## src/rtl/load_store_unit.sv

```systemverilog
// rtl/load_store_unit.sv - load/store unit: address alignment, byte-lane enables, load extension, fault detection
// One request in flight; memory read data is sampled READ_LATENCY cycles after memAddr is presented.
module load_store_unit #(
  parameter int unsigned READ_LATENCY = 1
) (
  input  logic        clk,
  input  logic        rst,
  input  logic        req,
  output logic        ready,
  input  logic        isStore,
  input  logic [2:0]  funct3,
  input  logic [31:0] addr,
  input  logic [31:0] storeData,
  output logic [31:0] memAddr,
  output logic [3:0]  memWrite,
  output logic [31:0] memWData,
  input  logic [31:0] memRData,
  output logic        done,
  output logic        fault,
  output logic [31:0] loadData
);

  typedef enum logic [1:0] {IDLE, WRITE, READ, RESP} state_e;

  localparam logic [2:0] LAT = 3'(READ_LATENCY);

  state_e      state_q, state_d;
  logic [2:0]  funct3_q, funct3_d;
  logic [1:0]  off_q, off_d;
  logic        fault_q, fault_d;
  logic [2:0]  cnt_q, cnt_d;
  logic [31:0] addr_q, addr_d;
  logic [31:0] wdata_q, wdata_d;
  logic [31:0] ldata_q, ldata_d;

  logic        req_illegal;
  logic        req_misaligned;
  logic [3:0]  byte_en;
  logic [31:0] rd_shift;
  logic [31:0] rd_ext;

  // Stores have no unsigned variants, so funct3[2] on a store is illegal too.
  assign req_illegal = (funct3 == 3'b011) || (funct3 == 3'b110) || (funct3 == 3'b111) ||
                       (isStore && funct3[2]);
  assign req_misaligned = ((funct3[1:0] == 2'b01) && addr[0]) ||
                          ((funct3[1:0] == 2'b10) && (addr[1:0] != 2'b00));

  always_comb begin
    byte_en = 4'b1111;
    case (funct3_q[1:0])
      2'b00:   byte_en = 4'b0001 << off_q;
      2'b01:   byte_en = 4'b0011 << off_q;
      default: byte_en = 4'b1111;
    endcase
  end

  assign rd_shift = memRData >> {off_q, 3'b000};

  always_comb begin
    rd_ext = memRData;
    case (funct3_q)
      3'b000:  rd_ext = {{24{rd_shift[7]}}, rd_shift[7:0]};
      3'b001:  rd_ext = {{16{rd_shift[15]}}, rd_shift[15:0]};
      3'b100:  rd_ext = {24'd0, rd_shift[7:0]};
      3'b101:  rd_ext = {16'd0, rd_shift[15:0]};
      default: rd_ext = memRData;
    endcase
  end

  always_comb begin
    state_d  = state_q;
    funct3_d = funct3_q;
    off_d    = off_q;
    fault_d  = fault_q;
    cnt_d    = cnt_q;
    addr_d   = addr_q;
    wdata_d  = wdata_q;
    ldata_d  = ldata_q;
    case (state_q)
      IDLE: begin
        if (req) begin
          funct3_d = funct3;
          off_d    = addr[1:0];
          addr_d   = {addr[31:2], 2'b00};
          fault_d  = req_illegal || req_misaligned;
          cnt_d    = 3'd0;
          if (isStore) wdata_d = storeData << {addr[1:0], 3'b000};
          if (req_illegal || req_misaligned) state_d = RESP;
          else if (isStore)                   state_d = WRITE;
          else                                state_d = READ;
        end
      end
      WRITE: state_d = RESP;
      READ: begin
        if (cnt_q == LAT) begin
          ldata_d = rd_ext;
          state_d = RESP;
        end else begin
          cnt_d = cnt_q + 3'd1;
        end
      end
      RESP:    state_d = IDLE;
      default: state_d = IDLE;
    endcase
  end

  always_ff @(posedge clk) begin
    if (rst) begin
      state_q  <= IDLE;
      funct3_q <= 3'd0;
      off_q    <= 2'd0;
      fault_q  <= 1'b0;
      cnt_q    <= 3'd0;
      addr_q   <= 32'd0;
      wdata_q  <= 32'd0;
      ldata_q  <= 32'd0;
    end else begin
      state_q  <= state_d;
      funct3_q <= funct3_d;
      off_q    <= off_d;
      fault_q  <= fault_d;
      cnt_q    <= cnt_d;
      addr_q   <= addr_d;
      wdata_q  <= wdata_d;
      ldata_q  <= ldata_d;
    end
  end

  // Gating with rst kills a pending write enable in the same cycle reset is raised.
  assign memWrite = ((state_q == WRITE) && !rst) ? byte_en : 4'b0000;
  assign ready    = (state_q == IDLE) && !rst;
  assign done     = (state_q == RESP);
  assign fault    = (state_q == RESP) && fault_q;
  assign memAddr  = addr_q;
  assign memWData = wdata_q;
  assign loadData = ldata_q;

endmodule

```

## config.mk

```make
export PLATFORM = sky130hd
export DESIGN_NAME = load_store_unit
export DESIGN_NICKNAME = d
export VERILOG_FILES = /design/src/rtl/load_store_unit.sv
export SDC_FILE = /design/constraint.sdc
export NUM_CORES = 1
export LEC_CHECK = 0
export ABC_AREA = 0
export CORE_MARGIN = 2
export CORE_UTILIZATION = 39
export CTS_BUF_LIST = sky130_fd_sc_hd__clkbuf_16
export CTS_CLUSTER_SIZE = 14
export DETAILED_ROUTE_END_ITERATION = 6
export PLACE_DENSITY = 0.73
export SYNTH_ARGS = -nofsm -noshare
export SYNTH_HDL_FRONTEND = slang
export SYNTH_SLANG_ARGS = --single-unit
```

## constraint.sdc

```tcl
create_clock -name clk -period 1.63 [get_ports clk]
set_clock_uncertainty 0.05 [all_clocks]
set_input_delay 0.326 -clock clk [delete_from_list [all_inputs] [get_ports clk]]
set_output_delay 0.326 -clock clk [all_outputs]
set_load 0.01 [all_outputs]
```

==> impl_metrics.ini <==
[status]
status = finished, violations left
violations = negative setup slack

[final_layout]
instances_no_fill = 1019
syn_to_final_growth_pct = 68.2
final_nets = 952
nFillCells = 1014
antenna_cells = 0
regArea_mm2 = 0.00211
multi_input_area_mm2 = 0.00285
drive_gt1_frac = 0.185
fin_util = 0.664

[place]
placedCellCount = 997
dp_hpwl_mm = 12.3
pre_cts_ws_ns = -0.384
gp_congestion = 0.967
io_buffers = 203

[critical_path]
worst-path-buf-inv = 3
end_kind = primary output
worst-r2r-cell-count = 8
cp_slowest_cell = dfxtp_2
cp_cell_sequence = inv_2, buf_6, ha_4, nor2b_1, buf_2
slowest_delay_ns = 0.36
path_max_fanout = 2
crit_family = flip-flops
cp.depth = 5
cp_data_required_time_ns = 1.25
path_class = flop to primary output
startpoint_type = flop
worstPathArrival_ns = 1.30

[timing]
drv_slew = 0
layout_setup_ws_ns = -0.0428
period_share = 1.03
clock.fmax_mhz = 598
setup_viol = 3
holdWs_ns = 0.398
min_period_ns = 1.67
rsz0062_at_grt = yes
final-hold-violation-count = 0

[clocking]
cts_tree = done
cts-root-buf = clkbuf_16
path_clk_slew_ns = 0.07
clock_sinks = 105
cts_buffer_depth = 2
cts_made_buffers = 9
ctsHoldBuffers = 0
clkLatencyLatePin_ns = 0.35
htree_num_levels = 3

[flow_run]
maxCapViolCount = 0

[floorplan]
rows = 41
io_pins = 206
chipWidth_um = 117
initial_utilization = 0.395
core_region_area_mm2 = 0.0125
dieHeight_um = 117
die_area_mm2 = 0.0136

[synthesis]
synthCells = 620
synth_fa_ha_area_frac = 0.0177
synth_top_area_frac = 0.426
synth-seq-area-share = 0.426
yosys-mux-area-fraction = 0.0762
synthSimpleGateAreaFrac = 0.191
yosys_most_used_dff = dfxtp_1
synth-seq-cells = 105
synth-compound-area-share = 0.228
syn-cell-area_mm2 = 0.00494
synth_edf_count = 0
synth_cell_types = 49
yosysWarnings = 0
synthArstFlopShare = 0
synth-xor-area-share = 0.00355
ys_top_cells_by_area = dfxtp_1 (43%), a21oi_1 (11%), nand2_1 (8.7%)
syn_avg_cell_area_um2 = 7.97
synth_largest_area_cell = dfxtp_1
synth_top_family_by_area = compound AO/OA/AOI/OAI gates

[pwr]
power_density_mw_per_mm2 = 1100
leakagePower_nw = 4.25
vdd_drop_max_uv = 799

[global_routing]
grt_max_degree = 45
antenna_found_initial = 0
track_usage = 0.248
grt_pass1_vias = 5247
grt_pass1_wl_mm = 26.3
overflow = 0

[routing]
post_drt_wl_per_cell_um = 16.9
dr.pass1.iters = 5
totalWireLength_mm = 17.3
drt_iter0_markers = 366
vias = 5377
via_per_inst = 5.28
postRouteAntennaNets = 0
drc = 0

[hold_path]
worstHoldPathType = flop to flop
min_path_cells = 2
[cell type report]
type | count | share of cell area
Clock inverter | 7 | 0.00572
Sequential cell | 105 | 0.254
Clock buffer | 9 | 0.0271
Multi-Input combinational cell | 453 | 0.343
Timing Repair Buffer | 265 | 0.340
Tap cell | 172 | 0.0259
Inverter | 8 | 0.00391
[cell families after synthesis]
group / count (synthesis)
muxes: 35
DFF: 105
adders and majority gates: 7
AOI/OAI and AO/OA: 187
xor gates and xnor gates: 2
and+or+nand+nor: 220
buffers and inverters: 63
other: 1
[worst min-delay path, delay by kind of cell (launching register included)]
| kind | cells | cell delay [ns] |
|---|---|---|
| simple gates | 1 | 0.05 |
| flops | 1 | 0.31 |
| compound gates | 1 | 0.05 |
[cell usage in the layout (no fill, tap or decap), types with 6 or more instances in the layout]
cell type        netlist  routed
inv_1                  8       7
a21oi_1              108      96
dlymetal6s2s_1         0      63
nor2_1                42      40
dfxtp_1              105      99
mux2_2                 8       8
buf_4                  3      40
a21oi_2                0      11
buf_6                  2      13
a22o_1                 6       6
mux2i_1               25      20
nor3_1                19      14
a21o_1                 6       6
dlygate4sd2_1          0      22
clkdlybuf4s50_1        0     110
buf_12                 0      10
clkbuf_16              0      10
o21ai_0               26      23
nand2_1              115     113
o211ai_1              10      10
nand3_1               22      21
[synth_stat cells, types with 7 or more instances]
master and count:
nand2_1 115, a21oi_1 108, dfxtp_1 105, nor2_1 42
clkbuf_1 27, o21ai_0 26, mux2i_1 25, nand3_1 22
nor3_1 19, buf_2 17, o211ai_1 10, a211oi_1 8
inv_1 8, mux2_2 8, ha_1 7
[sequential cells by signal (all words and copies together), names as in the netlist]
register	cells
memWData	32
loadData	32
fault_q	1
cnt_q	3
memAddr	30
state_q	2
funct3_q	3
off_q	2
[timing repair]
item,CTS,global route
buffers inserted,2,2
resized for setup,81,126
endpoints found under the setup margin,111,136
gates cloned,1,1
pin swaps,9,5
[where the power goes]
group	total [mW]	switching [mW]	internal [mW]	leakage [nW]
combinational	3.98	1.99	1.99	3.25
sequential	3.16	0.225	2.93	0.857
clock	2.04	0.999	1.04	0.137
total	9.17	3.22	5.96	4.25
[routing by layer]
| metal | track usage | vias to the layer above | share of wire |
|---|---|---|---|
| met5 | 0 | - | 0 |
| met4 | 0.105 | 0 | 0.027 |
| met3 | 0.0576 | 30 | 0.072 |
| met2 | 0.409 | 205 | 0.50 |
| met1 | 0.312 | 2540 | 0.40 |
| li1 | - | 2602 | - |
[stage by stage]
stage	total power, mW	setup TNS [ns]	area [um2]
finish	9.17	-0.0643	8310
global route	9.68	-0.849	8310
CTS	8.92	-0.122	7860
detailed placement	6.67	-16.79	7460
global placement	6.57	-13.77	7460
floorplan	4.90	0	4940
[final timing paths]
| path | start | endpoint | slack (ns) |
|---|---|---|---|
| max reg2reg | state_q[1] | cnt_q[2] | -0.01 |
| min reg2reg | memWData[2] | memWData[2] | 0.40 |
| max | state_q[1] | ready | -0.04 |
| min | memWData[2] | memWData[2] | 0.40 |
(Power assumes the default switching activity.)
